===== src/rtl/pic_arbiter.sv =====
// pic_arbiter: programmable interrupt controller front end.
// Rising edges on irq_in are latched into pending bits. The highest-priority
// enabled pending source is presented to the vector sequencer as
// {valid, priority, vector}. A CPU request is raised while the presented
// priority outranks the current CPU priority. The serviced source's pending
// bit is cleared on the sequencer's acknowledge.
module pic_arbiter #(
  parameter int NUM_SRC = 8,
  parameter int PRI_W   = 3,
  parameter int VEC_W   = 4
) (
  input  logic                         clk,
  input  logic                         rst,
  input  logic [NUM_SRC-1:0]           irq_in,
  input  logic                         cfg_we,
  input  logic [$clog2(NUM_SRC)-1:0]   cfg_idx,
  input  logic [PRI_W+VEC_W:0]         cfg_data,
  input  logic [PRI_W-1:0]             curr_pri,
  input  logic                         iv_busy,
  input  logic                         pic_ack,
  output logic [PRI_W+VEC_W:0]         pic_out,
  output logic                         irq_req,
  output logic [NUM_SRC-1:0]           pend_out
);

  localparam int IDX_W = $clog2(NUM_SRC);
  localparam int OUT_W = 1 + PRI_W + VEC_W;

  typedef enum logic [1:0] {
    ST_IDLE,
    ST_SCAN,
    ST_PRESENT,
    ST_CLEAR
  } state_t;

  state_t              state_q;
  logic [OUT_W-1:0]    pic_out_q;
  logic [IDX_W-1:0]    gidx_q;

  // Input sample register and pending bits
  logic [NUM_SRC-1:0]  irq_in_q;
  logic [NUM_SRC-1:0]  pend_q;
  logic [NUM_SRC-1:0]  pend_d;
  logic [NUM_SRC-1:0]  rise;
  logic [NUM_SRC-1:0]  clr;

  // Per-source configuration
  logic [NUM_SRC-1:0]  cfg_en_q;
  logic [PRI_W-1:0]    cfg_pri_q [NUM_SRC];
  logic [VEC_W-1:0]    cfg_vec_q [NUM_SRC];
  logic [NUM_SRC-1:0]  cfg_hit;

  // Arbitration results
  logic [NUM_SRC-1:0]  eligible;
  logic                win_valid;
  logic [IDX_W-1:0]    win_idx;
  logic [PRI_W-1:0]    win_pri;
  logic [VEC_W-1:0]    win_vec;

  logic [PRI_W-1:0]    pres_pri;
  logic                pres_ok;

  genvar gi;

  // Per-source edge detect, pending next-state and config write decode.
  // A rising edge on the same cycle as the clear wins so no interrupt is lost.
  generate
    for (gi = 0; gi < NUM_SRC; gi++) begin : g_src
      assign rise[gi]    = irq_in[gi] & ~irq_in_q[gi];
      assign clr[gi]     = (state_q == ST_CLEAR) && (gidx_q == IDX_W'(gi));
      assign pend_d[gi]  = rise[gi] | (pend_q[gi] & ~clr[gi]);
      assign cfg_hit[gi] = cfg_we && (cfg_idx == IDX_W'(gi));
    end
  endgenerate

  assign eligible = cfg_en_q & pend_q;

  // Sample the interrupt lines and update the pending bits
  always_ff @(posedge clk or posedge rst) begin
    if (rst) begin
      irq_in_q <= '0;
      pend_q   <= '0;
    end else begin
      irq_in_q <= irq_in;
      pend_q   <= pend_d;
    end
  end

  // Configuration registers, one record per source
  always_ff @(posedge clk or posedge rst) begin
    if (rst) begin
      cfg_en_q <= '0;
      for (int i = 0; i < NUM_SRC; i++) begin
        cfg_pri_q[i] <= '0;
        cfg_vec_q[i] <= '0;
      end
    end else begin
      for (int i = 0; i < NUM_SRC; i++) begin
        if (cfg_hit[i]) begin
          cfg_en_q[i]  <= cfg_data[OUT_W-1];
          cfg_pri_q[i] <= cfg_data[OUT_W-2 -: PRI_W];
          cfg_vec_q[i] <= cfg_data[VEC_W-1:0];
        end
      end
    end
  end

  // Priority arbitration: highest value wins, strict compare keeps the lowest index on ties
  always_comb begin
    win_valid = 1'b0;
    win_idx   = '0;
    win_pri   = '0;
    for (int i = 0; i < NUM_SRC; i++) begin
      if (eligible[i] && (!win_valid || (cfg_pri_q[i] > win_pri))) begin
        win_valid = 1'b1;
        win_idx   = IDX_W'(i);
        win_pri   = cfg_pri_q[i];
      end
    end
  end

  assign win_vec  = cfg_vec_q[win_idx];

  // The presented source is still worth presenting only while enabled and pending
  assign pres_pri = pic_out_q[OUT_W-2 -: PRI_W];
  assign pres_ok  = cfg_en_q[gidx_q] & pend_q[gidx_q];

  // Presentation sequencer: IDLE -> SCAN -> PRESENT -> CLEAR -> IDLE
  always_ff @(posedge clk or posedge rst) begin
    if (rst) begin
      state_q   <= ST_IDLE;
      pic_out_q <= '0;
      gidx_q    <= '0;
    end else begin
      case (state_q)
        ST_IDLE: begin
          if (win_valid && !iv_busy) begin
            state_q <= ST_SCAN;
          end
        end
        ST_SCAN: begin
          // The winner can vanish between IDLE and SCAN if it is disabled meanwhile
          if (win_valid) begin
            gidx_q    <= win_idx;
            pic_out_q <= {1'b1, win_pri, win_vec};
            state_q   <= ST_PRESENT;
          end else begin
            pic_out_q <= '0;
            state_q   <= ST_IDLE;
          end
        end
        ST_PRESENT: begin
          if (pic_ack) begin
            state_q <= ST_CLEAR;
          end else if (!pres_ok) begin
            pic_out_q <= '0;
            state_q   <= ST_IDLE;
          end else if (!iv_busy && win_valid && (win_pri > pres_pri)) begin
            state_q <= ST_SCAN;
          end
        end
        ST_CLEAR: begin
          pic_out_q <= '0;
          state_q   <= ST_IDLE;
        end
        default: begin
          pic_out_q <= '0;
          state_q   <= ST_IDLE;
        end
      endcase
    end
  end

  assign pic_out  = pic_out_q;
  assign pend_out = pend_q;
  // Equal priority keeps pic_out valid for chaining but does not interrupt the CPU
  assign irq_req  = (state_q == ST_PRESENT) && (pres_pri > curr_pri);

endmodule


===== config.mk =====
export PLATFORM = sky130hd
export DESIGN_NAME = pic_arbiter
export DESIGN_NICKNAME = d
export VERILOG_FILES = /design/src/rtl/pic_arbiter.sv
export SDC_FILE = /design/constraint.sdc
export NUM_CORES = 1
export LEC_CHECK = 0
export CAP_MARGIN = 30
export CORE_MARGIN = 10
export CORE_UTILIZATION = 38
export CTS_CLUSTER_SIZE = 40
export DETAILED_ROUTE_END_ITERATION = 7
export HOLD_SLACK_MARGIN = 0.15
export PLACE_DENSITY = 0.54
export SLEW_MARGIN = 0
export SYNTH_ARGS = -nofsm -noshare
export SYNTH_HDL_FRONTEND = slang
export SYNTH_SLANG_ARGS = --single-unit

===== constraint.sdc =====
create_clock -name clk -period 13.63 [get_ports clk]
set_clock_uncertainty 0.1 [all_clocks]
set_input_delay 2.0445 -clock clk [delete_from_list [all_inputs] [get_ports clk]]
set_output_delay 2.0445 -clock clk [all_outputs]
set_load 0.03 [all_outputs]

# Word-level counts from Yosys, hierarchy flattened
# Cells that the tools add are included.
dict set report op_classes {
  n_lt_le_gt_ge 11
  eq_ne 21
  mux 40
  n_bitwise 43
  n_reduce_logical 48
}
# operator n
set op_table {}
lappend op_table {{$mux 3} 14}
lappend op_table {{$gt 3x3->1} 9}
lappend op_table {{$logic_and 1x1->1} 26}
lappend op_table {{$eq 3x3->1 const B} 8}
lappend op_table {{$mux 8} 3}
lappend op_table {{$pmux 8 s3} 1}
lappend op_table {{$and 1x1->1} 17}
lappend op_table {{$not 1->1} 16}
lappend op_table {{$bmux 4 s3} 1}
lappend op_table {{$eq 3x2->1 const B} 4}
lappend op_table {{$mux 1} 11}
lappend op_table {{$mux 2} 5}
lappend op_table {{$and 8x8->8} 1}
lappend op_table {{$logic_not 1->1} 8}
lappend op_table {{$mux 4} 2}
lappend op_table {{$or 1x1->1} 8}
lappend op_table {{$pmux 2 s4} 1}
lappend op_table {{$logic_or 1x1->1} 7}
lappend op_table {{$bmux 1 s3} 2}
lappend op_table {{$eq 3x1->1 const B} 2}
lappend op_table {{$logic_not 3->1} 2}
lappend op_table {{$ne 2x2->1 const B} 3}
lappend op_table {{$eq 2x2->1 const B} 2}
lappend op_table {{$ge 4x4->1 const B} 1}
lappend op_table {{8 further kinds} 9}
dict set report totals {
  regBits 93
  in_bits 27
  out_inout_bits 17
  word_cells 192
}

# Longest topological paths before layout
dict set report depth {
  ltp_word 36
  depth_mapped 56
  mapped_depth_nobuf 55
}

# Worst setup path before layout
# No wires, ideal clock.
dict set report synth_path {
  kind {register to register}
  startpoint {register pend_q[0], in the netlist pend_out[0]}
  endpoint {register state_q[0]}
  t_arrival_ns 9.892
  t_required_ns 13.408
  slack_ns 3.516
  path_stages_with_launch 56
  path_buffers 1
  synth_period_minus_slack_ns 10.114
  cell_sequence {dfrtp_1 > and2_1 > nand2_1 > ha_1 > nor2b_1 > o311ai_0 > o22ai_1 > a22oi_1 > ha_1 > a21oi_1 > a21oi_1 > o21ba_2 > a221o_1 > a21boi_0 > ha_1 > and3_1 > a21oi_1 > o21ba_2 > [20 not listed] > a22o_1 > a21o_1 > inv_1 > ha_1 > nor2b_1 > o21ai_0 > nand2b_1 > a22oi_4 > mux2i_1 > inv_1 > ha_1 > nor2b_1 > o21ai_0 > nand2b_1 > nand2_1 > o21ai_0 > a22oi_1 > nor2_1}
}
dict set report synth_between {
  elab_chain_len 34
}
# element line_no
set synth_rtl {}
lappend synth_rtl {{start: declaration} 42} ;# logic [NUM_SRC-1:0] pend_q;
lappend synth_rtl {{start signal: assignment} 85} ;# pend_q <= pend_d;
lappend synth_rtl {{$and 8x8->8} 76} ;# assign eligible = cfg_en_q & pend_q;
lappend synth_rtl {{$mux 3 / $mux 1 (equally long branches)} 114} ;# if (eligible[i] && (!win_valid || (cfg_pri_q[i] > win_pri))) begin
lappend synth_rtl {{$gt 3x3->1 / $logic_not 1->1 (equally long branches)} 114}
lappend synth_rtl {{$logic_or 1x1->1} 114}
lappend synth_rtl {{$logic_and 1x1->1} 114}
lappend synth_rtl {{$mux 3 / $mux 1 (equally long branches)} 114}
lappend synth_rtl {{$gt 3x3->1 / $logic_not 1->1 (equally long branches)} 114}
lappend synth_rtl {{$logic_or 1x1->1} 114}
lappend synth_rtl {{[18 not listed]} --}
lappend synth_rtl {{$gt 3x3->1 / $logic_not 1->1 (equally long branches)} 114}
lappend synth_rtl {{$logic_or 1x1->1} 114}
lappend synth_rtl {{$logic_and 1x1->1} 114}
lappend synth_rtl {{$mux 3 / $mux 1 (equally long branches)} 114}
lappend synth_rtl {{$gt 3x3->1 / $logic_and 1x1->1 (equally long branches)} {158, 137}}
lappend synth_rtl {{$logic_and 1x1->1} 158} ;# end else if (!iv_busy && win_valid && (win_pri > pres_pri)) begin
lappend synth_rtl {{$ne 4x4->1 (no line)} --}
lappend synth_rtl {{$reduce_and 2->1 (no line)} --}
lappend synth_rtl {{end signal: assignment} 157} ;# state_q <= ST_IDLE;
lappend synth_rtl {{end signal: assignment} 159} ;# state_q <= ST_SCAN;
lappend synth_rtl {{end signal: assignment} 164} ;# state_q <= ST_IDLE;
lappend synth_rtl {{end: declaration} 36} ;# state_t state_q;
# Parallel ways exist; a longest one is shown, timed or not. The select of a mux whose other input is x is not followed.
# A chain may end at the register's enable or synchronous reset.

# Worst setup path in the final report
# Ends and elaborated chain as after synthesis.

==> impl_results.md <==
* Hold-fix buffer count after cts at 0
* Maxcap violations at 0
* Capture point of the worst reg-to-reg path: state_q[0]$_DFFE_PP0P_
* Final Cell Area at 5970 sq um
* Antenna violations before repair at 0
* Cells after Synth at 440
* Avg Inst Size Synth at 11.4 sq um
* Post-synthesis sequential area ratio at 46.3%
* First-pass GRT wire length at 20100 um
* Final cycle utilization of the critical path at 80.8%
* I/O pin count at 44
* # diodes at 0
* Status: finished clean
* Critical path capture point type: register
* Final Hold Vio Count at 0
* Total number of vias at 3608
* Worst setup path class: register to register
* Detailed Place HPWL at 9090 um
* Vias in the first global route at 3688
* Row count at 41
* H-tree depth at 3
* Via density at 5.42
* Count of cell types in the netlist at 51
* RSZ-0062 raised after global routing: no
* Worst hold path class: register to register
* Setup repair bufs after CTS at 0
* Kind of start point of the critical path: register
* Pre-CTS setup slack at 2.71 ns
* Num CTS Buffers at 9
* Seq cells post-synth at 93
* Final wirelength at 12300 um
* Placed cell area at 5680 sq um
* Die width at 135 um
* WP data required at 13.77 ns
* Tot GR Track Use at 14.1%
* Measured slew at the worst slew-check pin at 0.971 ns
* DR iter-0 viols at 262
* Multi-input gate area at 2550 sq um
* Final setup vio count at 0
* Compound-Gate Fraction of Synth Area at 15.7%
* Nets@finish at 543
* CP Launch Point: pend_out[0]$_DFF_PP0_
* Fin worst setup slack at 2.62 ns
* Initial Utilization at 39.3%
* Drt pass-1 iters at 4
* Synth Area in XOR/XNOR at 0%
* WP data arrival at 11.15 ns
* Pwr Density at 287 nW/um^2
* Antenna-violating nets left at 0
* Wire length per cell at 18.5 um
* Final core occ at 46.8%
* Peak VDD IR at 0.164 mV
* Area growth syn-to-layout at 18.9%
* Fraction of layout instances using a drive strength above 1 at 20.6%
* Root Driver: clkbuf_16
* CP peak stage delay at 0.46 ns
* Die Y at 135 um
* Cell Area, Synth at 5020 sq um
* Flip-flop and latch area at 2330 sq um
* Gr ovfl total at 0
* RR Startpoint: pend_out[0]$_DFF_PP0_
* Residual DRC at 0
* Die area at 18200 sq um
* Sum Neg Setup Slack at 0 ns
* Async set-reset flop share out of synthesis at 100%
* Final min period at 11.01 ns
* Pin count of the biggest net entering global routing at 58
* Post-Synth Adder-Cell Area at 6.73%
* LEAKAGE at 2.63 nW
* Syn_nets at 494
* Combinational family with the most area after synthesis: multiplexers
* Crit path to: state_q[0]$_DFFE_PP0P_
* Final GP Congestion at 0.871
* Non-filler cells, final at 666
* Dominant synthesized flop cell: dfrtp_1
* Total of warnings raised by yosys at 0
* Cts repair resizes at 0
* Most frequent cell on the critical path: ha_1
* Post-synthesis mux area share at 19.4%
* Max stage delay cell, worst path: dfrtp_1
* Cells after DPL at 650
* Max-slew headroom at 34.9%
* Fmax at 90.9 MHz
* PortBufs at 43
* Simple-gate area share of the yosys netlist at 8.69%
* Leading cell types in the layout, fill and taps excluded: 93 x dfrtp_1, 64 x mux2_2, 43 x clkdlybuf4s50_1
* Core footprint at 12800 sq um
* Clock buffer depth at 2
* Most common cell after layout, fill and taps aside: dfrtp_1
* Clk Latency, worst-skew pair at 0.35 ns
* Worst r2r path cells at 54
* TritonCTS Sinks at 93
* Number of enable flip-flop cells after synthesis at 0
* Fin. max-slew vios at 0
* Clock Pin Slew Worst Setup and Hold Paths at 0.07 ns
* Critical-path maximum fanout at 12
* Flop2flop setup slack at 2.62 ns
* # fillers at 1159
* CTS tree: yes
==> per-layer routing <==
| metal | part of all wire (%) | global-route usage, % | vias up |
|---|---|---|---|
| met5 | 0 | 0 | - |
| met4 | 1.4 | 4.67 | 0 |
| met3 | 5.8 | 3.78 | 12 |
| met2 | 44 | 20.6 | 79 |
| met1 | 49 | 19.7 | 1778 |
| li1 | - | - | 1739 |
==> critical path: cells and delay by family (launching register included) <==
| kind | cells | cell delay (ns) |
|---|---|---|
| buffers and inverters | 2 | 0.12 |
| adder cells (fa/ha/maj) | 8 | 2.37 |
| flip-flops | 1 | 0.46 |
| AO/OA/AOI/OAI | 31 | 6.03 |
| AND/OR/NAND/NOR | 12 | 1.54 |
| multiplexers | 1 | 0.30 |
==> logic make-up after synthesis <==
family,Yosys count
AOI/OAI and AO/OA,109
adders and majority gates,27
buffers and inverters,39
DFF,93
muxes,87
and+or+nand+nor,85
==> state kept, by name, summed over array words and instances, names as in the netlist <==
name	flops
cfg_vec_q	32
cfg_pri_q	24
cfg_en_q	8
irq_in_q	8
pend_out	8
pic_out	8
gidx_q	3
state_q	2
==> power breakdown <==
group	switching, W	internal, W
Clock	0.000121	0.000128
Sequential	0.0000592	0.000341
Combinational	0.000599	0.000467
==> final cells by class <==
cell class	instances	share of cell area [%]
multi-input cells	308	42.7
clock inverters	7	1.17
clock buffers	9	3.77
flip-flops and latches	93	39.0
repair buffers	47	7.84
inverters	30	1.91
well taps	172	3.60
==> how the worst min path moves through the flow <==
stage                                from               endpoint  slack [ns]  cells after the start
finish              irq_in_q[0]$_DFF_PP0_  pend_out[0]$_DFF_PP0_        0.33                      1
global route        irq_in_q[0]$_DFF_PP0_  pend_out[0]$_DFF_PP0_        0.34                      1
CTS                 irq_in_q[4]$_DFF_PP0_  pend_out[4]$_DFF_PP0_        0.33                      1
detailed placement  irq_in_q[3]$_DFF_PP0_  pend_out[3]$_DFF_PP0_        0.32                      1
global placement    irq_in_q[0]$_DFF_PP0_  pend_out[0]$_DFF_PP0_        0.31                      1
floorplan           irq_in_q[0]$_DFF_PP0_  pend_out[0]$_DFF_PP0_        0.30                      1
==> through the flow <==
stage,hold slack (ns),total power (W)
after global routing,0.342,0.00186
after global placement,0.306,0.00145
after floorplan,0.300,0.00123
after CTS,0.329,0.00173
final,0.328,0.00172
after detailed placement,0.319,0.00147
==> synthesized netlist by cell type (4+ instances only) <==
cell type | count | area share, %
inv_1 | 30 | 2.2
nand3_1 | 6 | 0.60
ha_1 | 27 | 6.7
mux2_2 | 64 | 14
nand2b_1 | 6 | 0.75
nor3_1 | 6 | 0.60
dfrtp_1 | 93 | 46
nand3b_1 | 6 | 0.90
o21a_1 | 4 | 0.60
a21oi_1 | 14 | 1.4
clkbuf_1 | 7 | 0.52
a221o_1 | 7 | 1.4
mux2i_1 | 21 | 4.2
o21ai_0 | 32 | 3.2
a22oi_1 | 8 | 1.2
nand2_1 | 27 | 2.0
and2_1 | 5 | 0.62
a21o_1 | 6 | 0.90
and3_1 | 4 | 0.50
a22o_1 | 4 | 0.70
a31oi_1 | 5 | 0.62
o22ai_1 | 4 | 0.50
nor2_1 | 14 | 1.0
(Power assumes the default switching activity.)
